File: src/rtl/fetch_unit.sv
// -----------------------------------------------------------------------------
// fetch_unit
//   Instruction fetch stage. Owns the fetch PC and issues one request at a time
//   to a variable-latency instruction memory (req held until a 1-cycle ack).
//   Returned words go into a small circular prefetch queue whose head is shown
//   to decode as {instr, pc, pc+2} with a valid/ready handshake. Redirects
//   flush the queue and restart fetch. Fetch stops after an HLT word (top
//   nibble 4'hF) until the next redirect.
//
// Ports
//   clk_i          clock, all state on the rising edge
//   rst_i          asynchronous active-low reset
//   imem_req_o     request to instruction memory, held until ack
//   imem_addr_o    request address, stable while imem_req_o=1
//   imem_ack_i     1-cycle pulse, imem_rdata_i valid in that cycle
//   imem_rdata_i   returned instruction word
//   redirect_i     taken branch/jump target presented this cycle
//   redirect_pc_i  new fetch address (bit 0 forced to 0)
//   id_ready_i     decode consumes the head entry when if_valid_o=1
//   if_valid_o     prefetch queue non-empty
//   if_instr_o     head instruction (0 when empty)
//   if_pc_o        address of head instruction (0 when empty)
//   if_pc_plus2_o  if_pc_o + 2, wrapping (0 when empty)
// -----------------------------------------------------------------------------
module fetch_unit #(
  parameter int                AWIDTH   = 16,
  parameter int                DWIDTH   = 16,
  parameter int                QDEPTH   = 2,
  parameter logic [AWIDTH-1:0] RESET_PC = '0
) (
  input  logic              clk_i,
  input  logic              rst_i,
  output logic              imem_req_o,
  output logic [AWIDTH-1:0] imem_addr_o,
  input  logic              imem_ack_i,
  input  logic [DWIDTH-1:0] imem_rdata_i,
  input  logic              redirect_i,
  input  logic [AWIDTH-1:0] redirect_pc_i,
  input  logic              id_ready_i,
  output logic              if_valid_o,
  output logic [DWIDTH-1:0] if_instr_o,
  output logic [AWIDTH-1:0] if_pc_o,
  output logic [AWIDTH-1:0] if_pc_plus2_o
);

  localparam int PW = (QDEPTH > 1) ? $clog2(QDEPTH) : 1;
  localparam int CW = $clog2(QDEPTH + 1);

  typedef enum logic [1:0] {
    S_FETCH,   // may issue a request
    S_WAIT,    // one request outstanding
    S_HALTED   // HLT seen, no issue until redirect
  } state_e;

  state_e            state_q;
  logic              req_q;
  logic [AWIDTH-1:0] addr_q;
  logic [AWIDTH-1:0] fetch_pc_q;
  logic              discard_q;   // outstanding request belongs to a stale path
  logic [PW-1:0]     head_q;
  logic [PW-1:0]     tail_q;
  logic [CW-1:0]     count_q;

  logic [DWIDTH-1:0] instr_mem [QDEPTH];
  logic [AWIDTH-1:0] pc_mem    [QDEPTH];

  logic [AWIDTH-1:0] target_pc;
  logic              push;
  logic              pop;
  logic              is_hlt;
  logic              can_issue;

  function automatic logic [PW-1:0] ptr_inc(input logic [PW-1:0] p);
    return (p == PW'(QDEPTH - 1)) ? '0 : p + PW'(1);
  endfunction

  assign target_pc = redirect_pc_i & ~AWIDTH'(1);
  // An ack coinciding with a redirect, or answering a pre-redirect request,
  // carries wrong-path data and is dropped.
  assign push      = (state_q == S_WAIT) && imem_ack_i && !discard_q && !redirect_i;
  assign pop       = if_valid_o && id_ready_i && !redirect_i;
  assign is_hlt    = (imem_rdata_i[DWIDTH-1 -: 4] == 4'hF);
  // Only issued from S_FETCH, where nothing is outstanding, so the queue count
  // alone bounds count + outstanding.
  assign can_issue = (count_q < CW'(QDEPTH));

  // NOTE: sequential state uses non-blocking assignments so every register
  // samples pre-edge values regardless of statement order.
  always_ff @(posedge clk_i or negedge rst_i) begin
    if (!rst_i) begin
      state_q    <= S_FETCH;
      req_q      <= 1'b0;
      addr_q     <= RESET_PC;
      fetch_pc_q <= RESET_PC;
      discard_q  <= 1'b0;
      head_q     <= '0;
      tail_q     <= '0;
      count_q    <= '0;
    end else begin
      // Queue bookkeeping; a redirect flushes and overrides any pop.
      if (redirect_i) begin
        head_q  <= '0;
        tail_q  <= '0;
        count_q <= '0;
      end else begin
        if (push) tail_q <= ptr_inc(tail_q);
        if (pop)  head_q <= ptr_inc(head_q);
        case ({push, pop})
          2'b10:   count_q <= count_q + CW'(1);
          2'b01:   count_q <= count_q - CW'(1);
          default: ;
        endcase
      end

      case (state_q)
        S_FETCH, S_HALTED: begin
          if (redirect_i) begin
            // Queue is flushed this edge, so a request can go out at once.
            req_q      <= 1'b1;
            addr_q     <= target_pc;
            fetch_pc_q <= target_pc;
            state_q    <= S_WAIT;
          end else if (state_q == S_FETCH && can_issue) begin
            req_q   <= 1'b1;
            addr_q  <= fetch_pc_q;
            state_q <= S_WAIT;
          end
        end
        S_WAIT: begin
          if (imem_ack_i) begin
            req_q     <= 1'b0;
            discard_q <= 1'b0;
            state_q   <= (push && is_hlt) ? S_HALTED : S_FETCH;
            if (redirect_i)  fetch_pc_q <= target_pc;
            else if (push)   fetch_pc_q <= addr_q + AWIDTH'(2);
          end else if (redirect_i) begin
            // Request stays on the bus until acked; remember to drop its data.
            discard_q  <= 1'b1;
            fetch_pc_q <= target_pc;
          end
        end
        default: state_q <= S_FETCH;
      endcase
    end
  end

  // NOTE: queue storage has no reset; entries are only visible through the
  // reset count, so stale contents can never reach decode.
  always_ff @(posedge clk_i) begin
    if (push) begin
      instr_mem[tail_q] <= imem_rdata_i;
      pc_mem[tail_q]    <= addr_q;
    end
  end

  assign imem_req_o    = req_q;
  assign imem_addr_o   = addr_q;
  assign if_valid_o    = (count_q != '0);
  assign if_instr_o    = if_valid_o ? instr_mem[head_q] : '0;
  assign if_pc_o       = if_valid_o ? pc_mem[head_q] : '0;
  assign if_pc_plus2_o = if_valid_o ? pc_mem[head_q] + AWIDTH'(2) : '0;

endmodule
File: config.mk
export PLATFORM = sky130hd
export DESIGN_NAME = fetch_unit
export DESIGN_NICKNAME = d
export VERILOG_FILES = /design/src/rtl/fetch_unit.sv
export SDC_FILE = /design/constraint.sdc
export NUM_CORES = 1
export LEC_CHECK = 0
export CORE_MARGIN = 8
export CORE_UTILIZATION = 46
export CTS_BUF_LIST = sky130_fd_sc_hd__clkbuf_16
export DETAILED_ROUTE_END_ITERATION = 8
export PLACE_DENSITY = 0.7
export SLEW_MARGIN = 20
export SYNTH_ARGS = -nofsm -noshare
export SYNTH_HDL_FRONTEND = slang
export SYNTH_SLANG_ARGS = --single-unit
export TNS_END_PERCENT = 20
File: constraint.sdc
create_clock -name clk_i -period 5.9 [get_ports clk_i]
set_input_delay 1.77 -clock clk_i [delete_from_list [all_inputs] [get_ports clk_i]]
set_output_delay 1.77 -clock clk_i [all_outputs]
set_load 0.005 [all_outputs]
==> After elaboration in Yosys (flattened, before gate mapping) <==
Memory sizes are Yosys's and may differ from the RTL's.
Cells that the tools add are included.
{ "word_totals": {"mem_count": 2, "ramBits": 64, "word_cells": 79, "regBits": 40} }
{ "op_classes": {"mux": 31, "order_cmp": 1, "reduce_logical": 23, "eq_ne": 8, "add_sub_neg": 6} }
{ "memory_table": {"columns": ["memory", "words", "word_bits", "read_ports", "rd_clocked_by_memory_dff", "wr", "line_no", "source"], "rows": [
  ["instr_mem", 2, 16, 1, 0, 1, "64", "logic [DWIDTH-1:0] instr_mem [QDEPTH];"],
  ["pc_mem", 2, 16, 1, 0, 1, "65", "logic [AWIDTH-1:0] pc_mem [QDEPTH];"]
]} }
{ "op_table": {"columns": ["operator", "n"], "rows": [
  ["$mux W16", 9],
  ["$add A16 B2 Y16 const B", 2],
  ["$pmux W16 S2", 1],
  ["$mux W1", 13],
  ["$reduce_bool A2 Y1", 6],
  ["$mux W2", 5],
  ["$pmux W2 S2", 2],
  ["$reduce_and A2 Y1", 4],
  ["$logic_and A1 B1 Y1", 7],
  ["$eq A2 B1 Y1 const B", 2],
  ["$eq A2 B2 Y1 const B", 2],
  ["$eq A4 B4 Y1 const B", 1],
  ["$ne A4 B4 Y1 const B", 1],
  ["$ne A3 B3 Y1 const B", 1],
  ["$reduce_and A3 Y1", 1],
  ["$reduce_bool A3 Y1", 1],
  ["$add A1 B1 Y1 const B", 2],
  ["$add A2 B1 Y2 const B", 1],
  ["$logic_not A1 Y1", 2],
  ["$logic_not A2 Y1", 1],
  ["$lt A2 B2 Y1 const B", 1],
  ["$ne A2 B2 Y1 const B", 1],
  ["$pmux W1 S2", 1],
  ["$reduce_or A2 Y1", 1],
  ["$sub A2 B1 Y2 const B", 1]
]} }

==> Depth between registers and ports, before layout <==
{ "depth": {"depth_word": 8, "mapped_depth": 9} }

==> Worst setup path before layout <==
OpenSTA, ideal clock, no wires.
{ "synth_path": {"kind": "input to register", "from": "input port imem_ack_i", "to": "memory instr_mem[0][0], enable pin", "t_arrival_ps": 3694, "required_ps": 5479, "setup_slack_ps": 1785, "n_path_buf": 1, "stages": 4, "cell_sequence": "nor4bb_1 buf_2 nand2b_1 nor2_1"} }
{ "synth_between": {"elab_chain_cells": 5} }
{ "synth_rtl": {"columns": ["item", "line_no", "source"], "rows": [
  ["from (decl)", "35", "input logic imem_ack_i,"],
  ["$logic_and A1 B1 Y1 (3 in series)", "80", "assign push = (state_q == S_WAIT) && imem_ack_i && !discard_q && !redirect_i;"],
  ["$mux W1", "150", "if (push) begin"],
  ["$mux W1 (not written as such)", "151", "instr_mem[tail_q] <= imem_rdata_i;"],
  ["to (decl)", "64", null]
]} }
Every way passes these cells.

==> Worst setup path in the final report <==
{ "layout_path": {"from": "register head_q", "to": "output port if_pc_plus2_o[13]"} }
{ "layout_between": {"elab_chain_cells": 3} }
{ "layout_rtl": {"columns": ["item", "line_no", "source"], "rows": [
  ["from (decl)", "60", "logic [PW-1:0] head_q;"],
  ["from (signal assigned)", "107", "if (pop) head_q <= ptr_inc(head_q);"],
  ["$mem_v2 Z2 W16", null, null],
  ["$add A16 B2 Y16", "161", "assign if_pc_plus2_o = if_valid_o ? pc_mem[head_q] + AWIDTH'(2) : '0;"],
  ["$mux W16", "161", null],
  ["to (decl)", "43", "output logic [AWIDTH-1:0] if_pc_plus2_o"]
]} }
Every way passes these cells.

==> reports/qor.yml <==
status: "finished, final reports clean"
peakVddDrop_mv: 0.272
synth_edf_count: 64
synth_warnings: 0
dp_slack_ns: 1.28
worstReg2RegEnd: "instr_mem[0][3]"
port_buffers: 101
post-cts-setup-buffers: 0
grt_max_degree: 41
cp_num_buf_inv: 2
overflow: 0
root_buffer: "clkbuf_16"
cts_buffers: 9
hold_viol: 0
die_w_um: 120
dp.cells: 645
async_reset_ff_frac: 0.385
num_io_pins: 103
drt-vias-per-instance: 5.41
holdBufCountCts: 0
slew-limit-headroom: 0.386
rsz0062_at_grt: "false"
hp-class: "reg -> reg"
num_rows: 38
netlist_area_um2: 4980
fmax_ghz: 0.201
fin_crit_ns: 4.97
timing.rr.start: "state_q[0]"
path_depth: 7
wl_per_cell_um: 17.7
cp_slowest_cell: "dfrtp_2"
yosys_register_bits: 104
dieArea_um2: 14400
critPathMaxStageDelay_ns: 0.79
cts_tree: "yes"
critPathLaunch: "head_q"
reg2reg_depth: 5
antenna_violating_nets_post_route: 0
path_class: "reg -> out"
final.setup_skew_ns: 0.0126
core_um2: 10700
dp_hpwl_um: 8280
fin_ws_ns: 0.929
floorplan.initialDensity: 0.465
cts.path.max_buffers: 2
setup_violations: 0
grt_pass1_vias: 3616
cp_max_fo: 30
worst_path_most_repeated_cell: "mux2_2"
place_congestion: 0.841
synth_area_per_cell_um2: 11.9
drc_errors: 0
clock_latency_ns: 0.34
grt_pass1_wl_um: 19100
finalNonFillerCells: 661
cts_resized: 0
clk_transition_reported_paths_ns: 0.07
antenna_found_initial: 0
drtIter0Drc: 211
dr.pass1.iters: 5
endpoint: "if_pc_plus2_o[13]"
cp_top_family: "flip-flops"
power.density_nw_per_um2: 393
diodes: 0
syn-instance-count: 417
syn-num-nets: 456
vias: 3576
wl_um: 11700
drive_gt1_frac: 0.0749
critical_path.cell_chain: "mux2_2 -> ha_1 -> inv_1 -> a2111o_1 -> nor3_1 -> mux2_2 -> clkdlybuf4s50_1"
p_leak_nw: 2.27
fin_nets: 555
tns_ns: 0
grt_usage: 0.165
slew_violations: 0
die_h_um: 120
synth_cell_types: 58
start_kind: "flip-flop"
worstPathArrival_ns: 3.20
cp-end-kind: "output pin"
final_min_period_over_clock_period: 0.842
synth-seq-area-share: 0.587
cap_violations: 0
tightestPinTransition_ns: 0.922
cts_sinks: 104
yosys_most_used_dff: "edfxtp_1"
area_delta_synth_final_pct: 28.4
r2r_setup_slack_ns: 3.29
required_ns: 4.13
cts-htree-levels: 3
==> placed cells by master (no fill, tap or decap), types with 5 or more instances in the layout <==
cell             instances
a22oi_1                  8
mux2_2                   7
o22ai_1                  6
nor4_1                   5
nor2_1                  58
xnor2_1                 11
edfxtp_1                64
inv_1                    8
a21oi_1                 26
xor2_1                   8
clkbuf_16                9
nand2_1                 12
mux2i_1                 43
buf_4                    7
and2_1                   9
dfrtp_1                 39
clkdlybuf4s50_1        100
nand3b_1                 5
nor3_1                   9
o21ai_0                 12
nand3_1                  7
nand4_1                  7
==> layout make-up <==
type / count / area (um^2)
Fill cell: 873 / 4300
Sequential cell: 104 / 2920
Multi-Input combinational cell: 285 / 1930
Timing Repair Buffer: 108 / 1060
Clock buffer: 9 / 225
Tap cell: 140 / 175
Clock inverter: 7 / 46.3
Inverter: 8 / 30.0
==> synth_stat cells (all sizes together), types with 7 or more instances <==
master	instances	area, um^2
xor2	8	70.1
nand4	7	43.8
clkbuf	11	42.5
edfxtp	64	1920
mux2	7	78.8
buf	9	56.3
a22oi	8	60.1
nor2	61	229
nand3	7	35.0
o21ai	13	65.1
dfrtp	40	1000
mux2i	43	430
nand2	12	45.0
inv	8	30.0
a21oi	26	130
and2	10	62.6
nor3	9	45.0
xnor2	11	96.3
==> report_power, final <==
part | total [mW] | internal, mW | switching (mW)
sequential | 1.13 | 0.940 | 0.192
combinational | 0.839 | 0.450 | 0.389
clock | 0.541 | 0.285 | 0.256
total | 2.51 | 1.68 | 0.836
==> worst min-delay path by stage <==
stage                  startpoint       endpoint  cells past startpoint
finish                 imem_req_o     imem_req_o                      1
global route           imem_req_o     imem_req_o                      1
CTS                    imem_req_o     imem_req_o                      1
detailed placement     imem_req_o     imem_req_o                      1
global placement       imem_req_o     imem_req_o                      1
floorplan           fetch_pc_q[0]  fetch_pc_q[0]                      2
==> state kept, by name, summed over array words and instances, names as in the netlist <==
| register | cells |
|---|---|
| imem_addr_o | 16 |
| state_q | 2 |
| head_q | 1 |
| count_q | 2 |
| discard_q | 1 |
| fetch_pc_q | 16 |
| tail_q | 1 |
| instr_mem | 32 |
| pc_mem | 32 |
| imem_req_o | 1 |
==> stage by stage <==
stage | util | total power [mW] | area [um^2] | hold slack (ns)
after floorplan | - | 1.55 | 4980 | 0.472
after global placement | 0.572 | 1.97 | 6120 | 0.466
after detailed placement | 0.572 | 1.99 | 6120 | 0.474
after CTS | 0.598 | 2.53 | 6390 | 0.491
after global routing | 0.598 | 2.66 | 6390 | 0.513
final | 0.598 | 2.51 | 6390 | 0.494
==> logic make-up after synthesis <==
| logic type | Yosys count | synth area share |
|---|---|---|
| and+or+nand+nor | 137 | 0.145 |
| xor gates and xnor gates | 19 | 0.0334 |
| DFF | 104 | 0.587 |
| AOI/OAI and AO/OA | 77 | 0.101 |
| buffers and inverters | 28 | 0.0259 |
| adders and majority gates | 2 | 0.00503 |
| muxes | 50 | 0.102 |
==> metal layers <==
metal  GRT usage  up-vias  share of wire  routed length, um
met3      0.0352       10          0.050                587
met1       0.212     1742           0.46               5370
met5           0        -              0                  0
met4      0.0664        0          0.013                157
met2       0.265       79           0.48               5570
li1            -     1745              -                  -
Note: power is estimated with default switching activity, not from simulation.
